--- src/rtl/dvi_pkg.sv ---
// Shared sizing defaults and fetch FSM encoding for the framebuffer fetch arbiter.
// Defaults are 640x480 at 4 bpp with 16-bit words.
package dvi_pkg;

    localparam int unsigned WPL      = 160;
    localparam int unsigned LINES    = 480;
    localparam int unsigned ADDR_W   = 17;
    localparam int unsigned DATA_W   = 16;
    localparam int unsigned LB_AW    = 8;
    localparam int unsigned FB_WORDS = LINES * WPL;

    typedef enum logic [1:0] {
        StIdle  = 2'd0,
        StFetch = 2'd1,
        StDrain = 2'd2
    } fetch_state_e;

endpackage

--- src/rtl/fb_fetch_arbiter_if.sv ---
// Host write port, framebuffer RAM port and line-buffer write port of the fetch arbiter.
// The master modport is the arbiter side; slave is the RAM/host/line-buffer side.
interface fb_fetch_arbiter_if #(
    parameter int unsigned ADDR_W = dvi_pkg::ADDR_W,
    parameter int unsigned DATA_W = dvi_pkg::DATA_W,
    parameter int unsigned LB_AW  = dvi_pkg::LB_AW
);

    logic              i_wr_valid;
    logic              o_wr_ready;
    logic [ADDR_W-1:0] i_wr_addr;
    logic [DATA_W-1:0] i_wr_data;

    logic              o_mem_en;
    logic              o_mem_we;
    logic [ADDR_W-1:0] o_mem_addr;
    logic [DATA_W-1:0] o_mem_wdata;
    logic [DATA_W-1:0] i_mem_rdata;

    logic              o_lb_we;
    logic [LB_AW-1:0]  o_lb_addr;
    logic [DATA_W-1:0] o_lb_wdata;

    modport master (
        input  i_wr_valid, i_wr_addr, i_wr_data, i_mem_rdata,
        output o_wr_ready, o_mem_en, o_mem_we, o_mem_addr, o_mem_wdata,
        output o_lb_we, o_lb_addr, o_lb_wdata
    );

    modport slave (
        output i_wr_valid, i_wr_addr, i_wr_data, i_mem_rdata,
        input  o_wr_ready, o_mem_en, o_mem_we, o_mem_addr, o_mem_wdata,
        input  o_lb_we, o_lb_addr, o_lb_wdata
    );

endinterface

--- src/rtl/fb_fetch_arbiter.sv ---
// Shares one single-port framebuffer RAM between the display line prefetch (absolute
// priority) and a host write port; fetched lines land in a ping-pong line buffer.
module fb_fetch_arbiter #(
    parameter int unsigned WPL    = dvi_pkg::WPL,
    parameter int unsigned LINES  = dvi_pkg::LINES,
    parameter int unsigned ADDR_W = dvi_pkg::ADDR_W,
    parameter int unsigned DATA_W = dvi_pkg::DATA_W,
    parameter int unsigned LB_AW  = dvi_pkg::LB_AW
) (
    input  logic                i_clk,
    input  logic                i_rstn,
    input  logic                i_fetch_start,
    input  logic [9:0]          i_fetch_line,
    output logic                o_lb_bank,
    output logic                o_busy,
    output logic                o_overrun,
    fb_fetch_arbiter_if.master  bus
);

    import dvi_pkg::*;

    localparam int unsigned FbWords = LINES * WPL;
    localparam logic [LB_AW-1:0] LastWord = LB_AW'(WPL - 1);

    fetch_state_e      state_q;
    logic [LB_AW-1:0]  k_q;
    logic [ADDR_W-1:0] base_q;
    logic              bank_q;
    logic              lb_we_q;
    logic [LB_AW-1:0]  lb_addr_q;

    logic              line_ok;
    logic [ADDR_W-1:0] line_base;
    logic              wr_ready;
    logic              wr_in_range;

    always_comb begin
        line_ok     = 32'(i_fetch_line) < LINES;
        // Constant multiplier; folds to (line<<7)+(line<<5) for WPL=160.
        line_base   = ADDR_W'(i_fetch_line) * ADDR_W'(WPL);
        wr_ready    = i_rstn && (state_q == StIdle) && !i_fetch_start;
        wr_in_range = 32'(bus.i_wr_addr) < FbWords;
    end

    always_comb begin
        bus.o_mem_en    = 1'b0;
        bus.o_mem_we    = 1'b0;
        bus.o_mem_addr  = '0;
        bus.o_mem_wdata = '0;
        if (state_q == StFetch) begin
            bus.o_mem_en   = 1'b1;
            bus.o_mem_addr = base_q + ADDR_W'(k_q);
        end else if (bus.i_wr_valid && wr_ready && wr_in_range) begin
            bus.o_mem_en    = 1'b1;
            bus.o_mem_we    = 1'b1;
            bus.o_mem_addr  = bus.i_wr_addr;
            bus.o_mem_wdata = bus.i_wr_data;
        end
    end

    always_ff @(posedge i_clk or negedge i_rstn) begin
        if (!i_rstn) begin
            state_q   <= StIdle;
            k_q       <= '0;
            base_q    <= '0;
            bank_q    <= 1'b0;
            lb_we_q   <= 1'b0;
            lb_addr_q <= '0;
        end else begin
            lb_we_q <= 1'b0;
            case (state_q)
                StIdle: begin
                    if (i_fetch_start && line_ok) begin
                        base_q  <= line_base;
                        k_q     <= '0;
                        state_q <= StFetch;
                    end
                end
                StFetch: begin
                    lb_we_q   <= 1'b1;
                    lb_addr_q <= k_q;
                    if (k_q == LastWord) begin
                        state_q <= StDrain;
                    end else begin
                        k_q <= k_q + 1'b1;
                    end
                end
                StDrain: begin
                    state_q <= StIdle;
                    bank_q  <= ~bank_q;
                end
                default: state_q <= StIdle;
            endcase
        end
    end

    // RAM read data is already registered, so it passes straight to the line buffer.
    assign bus.o_lb_we     = lb_we_q;
    assign bus.o_lb_addr   = lb_addr_q;
    assign bus.o_lb_wdata  = lb_we_q ? bus.i_mem_rdata : '0;
    assign bus.o_wr_ready  = wr_ready;

    assign o_lb_bank = bank_q;
    assign o_busy    = state_q != StIdle;
    assign o_overrun = i_fetch_start && (state_q != StIdle);

endmodule

--- src/flat_wrapper.sv ---
// flat-port wrapper written by rule: the top's interface ports become plain ports
module fb_fetch_arbiter_flat import dvi_pkg::*;
#(
    parameter int unsigned WPL    = dvi_pkg::WPL,
    parameter int unsigned LINES  = dvi_pkg::LINES,
    parameter int unsigned ADDR_W = dvi_pkg::ADDR_W,
    parameter int unsigned DATA_W = dvi_pkg::DATA_W,
    parameter int unsigned LB_AW  = dvi_pkg::LB_AW
)
  (i_clk, i_rstn, i_fetch_start, i_fetch_line, o_lb_bank, o_busy, o_overrun, bus_i_wr_valid, bus_i_wr_addr, bus_i_wr_data, bus_i_mem_rdata, bus_o_wr_ready, bus_o_mem_en, bus_o_mem_we, bus_o_mem_addr, bus_o_mem_wdata, bus_o_lb_we, bus_o_lb_addr, bus_o_lb_wdata);
  fb_fetch_arbiter_if #(.ADDR_W(ADDR_W), .DATA_W(DATA_W), .LB_AW(LB_AW)) bus_i ();
  input  logic i_clk;
  input  logic i_rstn;
  input  logic i_fetch_start;
  input  logic [9:0] i_fetch_line;
  output logic o_lb_bank;
  output logic o_busy;
  output logic o_overrun;
  input wire logic [$bits(bus_i.i_wr_valid)-1:0] bus_i_wr_valid;
  input wire logic [$bits(bus_i.i_wr_addr)-1:0] bus_i_wr_addr;
  input wire logic [$bits(bus_i.i_wr_data)-1:0] bus_i_wr_data;
  input wire logic [$bits(bus_i.i_mem_rdata)-1:0] bus_i_mem_rdata;
  output wire logic [$bits(bus_i.o_wr_ready)-1:0] bus_o_wr_ready;
  output wire logic [$bits(bus_i.o_mem_en)-1:0] bus_o_mem_en;
  output wire logic [$bits(bus_i.o_mem_we)-1:0] bus_o_mem_we;
  output wire logic [$bits(bus_i.o_mem_addr)-1:0] bus_o_mem_addr;
  output wire logic [$bits(bus_i.o_mem_wdata)-1:0] bus_o_mem_wdata;
  output wire logic [$bits(bus_i.o_lb_we)-1:0] bus_o_lb_we;
  output wire logic [$bits(bus_i.o_lb_addr)-1:0] bus_o_lb_addr;
  output wire logic [$bits(bus_i.o_lb_wdata)-1:0] bus_o_lb_wdata;
  assign bus_i.i_wr_valid = bus_i_wr_valid;
  assign bus_i.i_wr_addr = bus_i_wr_addr;
  assign bus_i.i_wr_data = bus_i_wr_data;
  assign bus_i.i_mem_rdata = bus_i_mem_rdata;
  assign bus_o_wr_ready = bus_i.o_wr_ready;
  assign bus_o_mem_en = bus_i.o_mem_en;
  assign bus_o_mem_we = bus_i.o_mem_we;
  assign bus_o_mem_addr = bus_i.o_mem_addr;
  assign bus_o_mem_wdata = bus_i.o_mem_wdata;
  assign bus_o_lb_we = bus_i.o_lb_we;
  assign bus_o_lb_addr = bus_i.o_lb_addr;
  assign bus_o_lb_wdata = bus_i.o_lb_wdata;
  fb_fetch_arbiter #(.WPL(WPL), .LINES(LINES), .ADDR_W(ADDR_W), .DATA_W(DATA_W), .LB_AW(LB_AW)) u_core (.i_clk(i_clk), .i_rstn(i_rstn), .i_fetch_start(i_fetch_start), .i_fetch_line(i_fetch_line), .o_lb_bank(o_lb_bank), .o_busy(o_busy), .o_overrun(o_overrun), .bus(bus_i));
endmodule
--- config.mk ---
export PLATFORM = sky130hd
export DESIGN_NAME = fb_fetch_arbiter_flat
export DESIGN_NICKNAME = d
export VERILOG_FILES = /design/src/rtl/dvi_pkg.sv /design/src/rtl/fb_fetch_arbiter_if.sv /design/src/rtl/fb_fetch_arbiter.sv /design/src/flat_wrapper.sv
export SDC_FILE = /design/constraint.sdc
export NUM_CORES = 1
export LEC_CHECK = 0
export CAP_MARGIN = 20
export CORE_ASPECT_RATIO = 0.9
export CORE_MARGIN = 2
export CORE_UTILIZATION = 43
export DETAILED_ROUTE_END_ITERATION = 6
export GPL_TIMING_DRIVEN = 0
export PLACE_DENSITY = 0.87
export SLEW_MARGIN = 0
export SYNTH_ARGS = -nofsm -noshare
export SYNTH_HDL_FRONTEND = slang
export SYNTH_SLANG_ARGS = --single-unit
--- constraint.sdc ---
create_clock -name i_clk -period 4.13 [get_ports i_clk]
set_clock_uncertainty 0.15 [all_clocks]
set_input_delay 1.0325 -clock i_clk [delete_from_list [all_inputs] [get_ports i_clk]]
set_output_delay 1.0325 -clock i_clk [all_outputs]
set_load 0.005 [all_outputs]
# Word-level counts from Yosys, hierarchy flattened
# Index checks and enable logic that the tools add are counted.
[classes]
n_addsub = 2
multipliers = 1
n_lt_le_gt_ge = 2
n_eq_ne = 6
n_mux = 15
bitwise = 1
reduce_logical = 13
[op_table]
columns = ["operator", "count"]
rows = [
  ["16-bit two-way mux", 3],
  ["17-bit two-way mux", 2],
  ["17-bit by 8-bit adder with 17-bit output", 1],
  ["17-bit < comparator (second input constant)", 1],
  ["8-bit two-way mux", 2],
  ["8-bit case mux with 2 select lines", 1],
  ["10-bit by 3-bit multiplier with 12-bit output (second input constant)", 1],
  ["10-bit by 9-bit < comparator with 1-bit output (second input constant)", 1],
  ["8-bit by 1-bit adder with 8-bit output (second input constant)", 1],
  ["8-bit == test (second input constant)", 1],
  ["1-bit logical AND", 6],
  ["2-bit inequality test (second input constant)", 3],
  ["1-bit two-way mux", 4],
  ["2-bit two-way mux", 2],
  ["2-bit case mux with 2 select lines", 1],
  ["2-bit AND reduction", 2],
  ["2-bit nonzero test", 2],
  ["3-bit AND reduction", 1],
  ["2-bit by 1-bit == test with 1-bit output (second input constant)", 1],
  ["2-bit == test (second input constant)", 1],
  ["2-bit zero test", 1],
  ["1-bit zero test", 1],
  ["1-bit NOT", 1],
]
[word_totals]
register_bits = 32
inputBits = 63
wordCells = 46

# Logic depth before layout (Yosys ltp)
[depth]
depth_word = 7
depth_mapped = 9

# Worst setup path after synthesis
# OpenSTA, ideal clock, no wires.
[synth_timing]
path_kind = "input -> output"
startpoint = "input port bus_i_wr_addr[10]"
endpoint = "output port bus_o_mem_addr[12]"
arrival_ns = 2.011
setup_slack_ns = 0.936
stages = 6
cell_sequence = "a21o_1 > a211o_1 > a21oi_4 > buf_6 > nand2_1 > o21ai_0"
[synth_via]
elab_chain_cells = 4
[synth_rtl]
columns = ["element", "line", "rtl"]
rows = [
  ["start: declaration", "flat_wrapper.sv:20", "input wire logic [$bits(bus_i.i_wr_addr)-1:0] bus_i_wr_addr;"],
  ["17-bit < comparator", "fb_fetch_arbiter.sv:42", "wr_in_range = 32'(bus.i_wr_addr) < FbWords;"],
  ["1-bit logical AND", "fb_fetch_arbiter.sv:53", "end else if (bus.i_wr_valid && wr_ready && wr_in_range) begin"],
  ["17-bit two-way mux", "fb_fetch_arbiter.sv:53", ""],
  ["17-bit two-way mux", "fb_fetch_arbiter.sv:50", "if (state_q == StFetch) begin"],
  ["end: declaration", "flat_wrapper.sv:26", "output wire logic [$bits(bus_i.o_mem_addr)-1:0] bus_o_mem_addr;"],
]
# No other way between the ends.

# Final worst setup path
[layout_timing]
startpoint = "input port bus_i_wr_addr[13]"
endpoint = "output port bus_o_mem_addr[14]"
# Same word-level chain as after synthesis.

==> impl_results.md <==
* Status: complete, no violations
* Worst Reg-to-Reg Cells at 6
* Synth cell types at 39
* GRT met3 Usage at 5.26%
* Met2 Usage GRT at 44.7%
* FF+latch area at 801 µm²
* Nets at 512
* Sw power at 0.000169 W
* Leak at 1.94 nW
* Clock sinks at 32
* Routed length per instance at 14.5 µm
* Fillers at 400
* First-pass GRT wire length at 11800 µm
* Clk_lat worst skew at 0.29 ns
* Clock power share at 38.4%
* Fin. max-slew vios at 0
* Total number of vias at 2555
* Max Cap Viol at 0
* Final worst slack at 0.138 ns
* N_diodes at 0
* DRT Pass-1 Iters at 4
* RSZ-0062 raised after global routing: no
* Power Dens Cells at 192 nW/µm²
* Die X at 82.9 µm
* Pre-CTS setup slack at -0.948 ns
* GRT Overall Usage at 23.9%
* Pwr Total at 0.000758 W
* Ys async rst share at 100%
* Arr. time, crit path at 2.81 ns
* Worst Setup Start Kind: input pin
* CTS max path bufs at 2
* Hold crit path type: reg -> reg
* Top Ports at 127
* VDD IR max at 0.129 mV
* WS Path Type: in -> out
* Met1 Resource Use GR at 27.3%
* Yosys warns at 0
* HPWL after DPL at 5770 µm
* Top FF cell, synth: dfrtp_1
* DR DRC count at 0
* Gate power share at 20.3%
* Cell count after synthesis at 283
* Die ar. at 6210 µm²
* DR vias/cell at 5.16
* Multi-input gate area in the final layout at 1500 µm²
* GRT overflow at 0
* Int Power at 0.000590 W
* Largest net degree at the start of global routing at 19
* Most used routing layer: met2
* Hold Path Cell Cnt at 1
* Worst rel slew slack at 67.7%
* Initial antenna violation count at 0
* Syn nets at 368
* CP endpoint kind: output port
* Final hold vios at 0
* Detailed Route Iter0 Violations at 160
* Sequential fraction of the synthesis area at 33.3%
* CTS tree: yes
* Yosys reg bits at 32
* Final core occ at 74.4%
* Syn Area/Cell at 8.51 µm²
* Growth of design area from synthesis to finish at 64.4%
* Core area at 5320 µm²
* Area after DPL at 3770 µm²
* Fmax achieved at 251 MHz
* Port Buffers at 126
* Worst Tran Pin Value at 0.484 ns
* CTS root buffer: clkbuf_8
* Core Rows at 25
* Die height at 75.0 µm
* Antenna Nets Post-Route at 0
* Post-Syn Area at 2410 µm²
* Clock-pin slew on the worst setup and hold paths at 0.06 ns
* Share of cells above drive strength 1 at 8.88%
* CTS Buf Count at 5
* Final setup fails at 0
* Initial Utilization at 45.3%
* Vias in the first global route at 2448
* Number of synthesized flops with an enable pin at 0
* Switching part of the total at 22.2%
* GP Congestion at 0.858
* Final period util at 96.6%
* Worst Path Required at 2.95 ns
* H-tree depth at 2
* Fin crit period at 3.99 ns
* Final Instance Area at 3960 µm²
* Total Wirelength at 7180 µm
* Seq pwr share at 41.3%
* CP Max Fanout at 8
-- layer usage --
| layer | share of wire (%) | vias up |
|---|---|---|
| met3 | 5.9 | 18 |
| met2 | 53 | 119 |
| met5 | 0 | - |
| met1 | 39 | 1165 |
| li1 | - | 1253 |
| met4 | 2.4 | 0 |
-- placed cells by master (no fill, tap or decap), types with 3 or more instances in the layout --
cell	count
mux2_2	5
buf_6	4
buf_4	8
nand3_1	5
dlymetal6s2s_1	9
nand4_1	3
inv_1	14
o21ai_0	28
o31ai_1	5
clkbuf_8	5
xor2_1	11
xnor2_1	5
nand2_1	53
a21oi_1	6
dfrtp_1	32
a21o_1	4
buf_2	3
dlygate4sd2_1	24
clkdlybuf4s50_1	90
and3_1	3
nor2b_1	4
o21ai_2	3
and2_1	35
clkbuf_1	6
ha_1	20
nor2_1	10
nand2b_1	4
-- what timing repair did --
item | in CTS | in global routing
setup buffers | 6 | 2
gates cloned | 2 | 0
pin swaps | 4 | 1
resized for setup | 35 | 15
setup endpoints to repair | 36 | 8
hold buffers | 0 | 0
-- cell usage after synthesis, types with 3 or more instances --
| cell type | instances | area [µm²] |
|---|---|---|
| xor2_1 | 11 | 96.3 |
| and3_1 | 3 | 18.8 |
| clkbuf_1 | 5 | 18.8 |
| nor2b_1 | 4 | 25.0 |
| xnor2_1 | 5 | 43.8 |
| mux2_2 | 5 | 56.3 |
| and2_1 | 35 | 219 |
| o31ai_1 | 5 | 37.5 |
| o21ai_2 | 3 | 26.3 |
| nand4_1 | 3 | 18.8 |
| nand2b_1 | 4 | 25.0 |
| nand2_1 | 54 | 203 |
| nor2_1 | 10 | 37.5 |
| a21o_1 | 4 | 30.0 |
| dfrtp_1 | 32 | 801 |
| a21oi_1 | 6 | 30.0 |
| nand3_1 | 5 | 25.0 |
| ha_1 | 20 | 250 |
| o21ai_0 | 28 | 140 |
| buf_6 | 3 | 33.8 |
| inv_1 | 14 | 52.6 |
-- state kept, by name, summed over array words and instances (netlist names) --
| register | cells |
|---|---|
| u_core.o_lb_bank | 1 |
| u_core.state_q | 2 |
| u_core.k_q | 8 |
| u_core.bus.o_lb_addr | 8 |
| u_core.bus.o_lb_we | 1 |
| u_core.base_q | 12 |
-- power groups by stage --
| stage | logic [W] | registers [W] | clock network (W) |
|---|---|---|---|
| 6_report | 0.000154 | 0.000313 | 0.000291 |
| 5_1_grt | 0.000169 | 0.000313 | 0.000311 |
| 2_1_floorplan | 0.0000563 | 0.000319 | 0 |
| 3_5_place_dp | 0.000154 | 0.000319 | 0 |
| 3_3_place_gp | 0.000149 | 0.000319 | 0 |
| 4_1_cts | 0.000155 | 0.000313 | 0.000295 |
-- metrics by stage --
step	std cells	hold slack, ns	TNS, ns
final	495	0.327	0
after global routing	495	0.350	0
after CTS	493	0.332	0
after detailed placement	477	0.315	-29.09
after global placement	476	0.308	-46.61
after floorplan	283	0.318	0
-- logic make-up after synthesis --
kind of cell | Yosys count | synth area share [%]
flops | 32 | 33.3
xor+xnor | 16 | 5.82
compound gates | 57 | 14.8
buf+inv | 24 | 4.78
simple gates | 127 | 26.9
mux | 5 | 2.34
fa+ha+maj | 22 | 12.1
-- area by class of cell --
class | count | share of cell area [%]
Buffer | 10 | 1.58
Multi-Input combinational cell | 227 | 38.0
Clock inverter | 2 | 0.885
Inverter | 14 | 1.33
Tap cell | 67 | 2.12
Clock buffer | 6 | 1.83
Sequential cell | 32 | 20.2
Timing Repair Buffer | 137 | 34.0
-- critical path, cell delays in order --
cell	delay (ns)
clkdlybuf4s50_1	0.43
a211o_1	0.34
a21oi_4	0.17
buf_12	0.14
buf_4	0.10
buf_6	0.10
buf_4	0.10
buf_4	0.10
nand2_1	0.05
o21ai_0	0.09
buf_2	0.16
-- path summary, 6_finish.rpt --
kind | start | end | slack, ns
worst max-delay path | bus_i_wr_addr[13] | bus_o_mem_addr[14] | 0.14
worst min-delay path | u_core.o_lb_bank | u_core.o_lb_bank | 0.33
worst max register to register | u_core.k_q[0] | u_core.k_q[2] | 2.30
worst min register to register | u_core.o_lb_bank | u_core.o_lb_bank | 0.33
max in group asynchronous | i_rstn | u_core.bus.o_lb_addr[6] | 2.97
min in group asynchronous | i_rstn | u_core.base_q[16] | 0.48
Power figures use the tool's default switching activity.
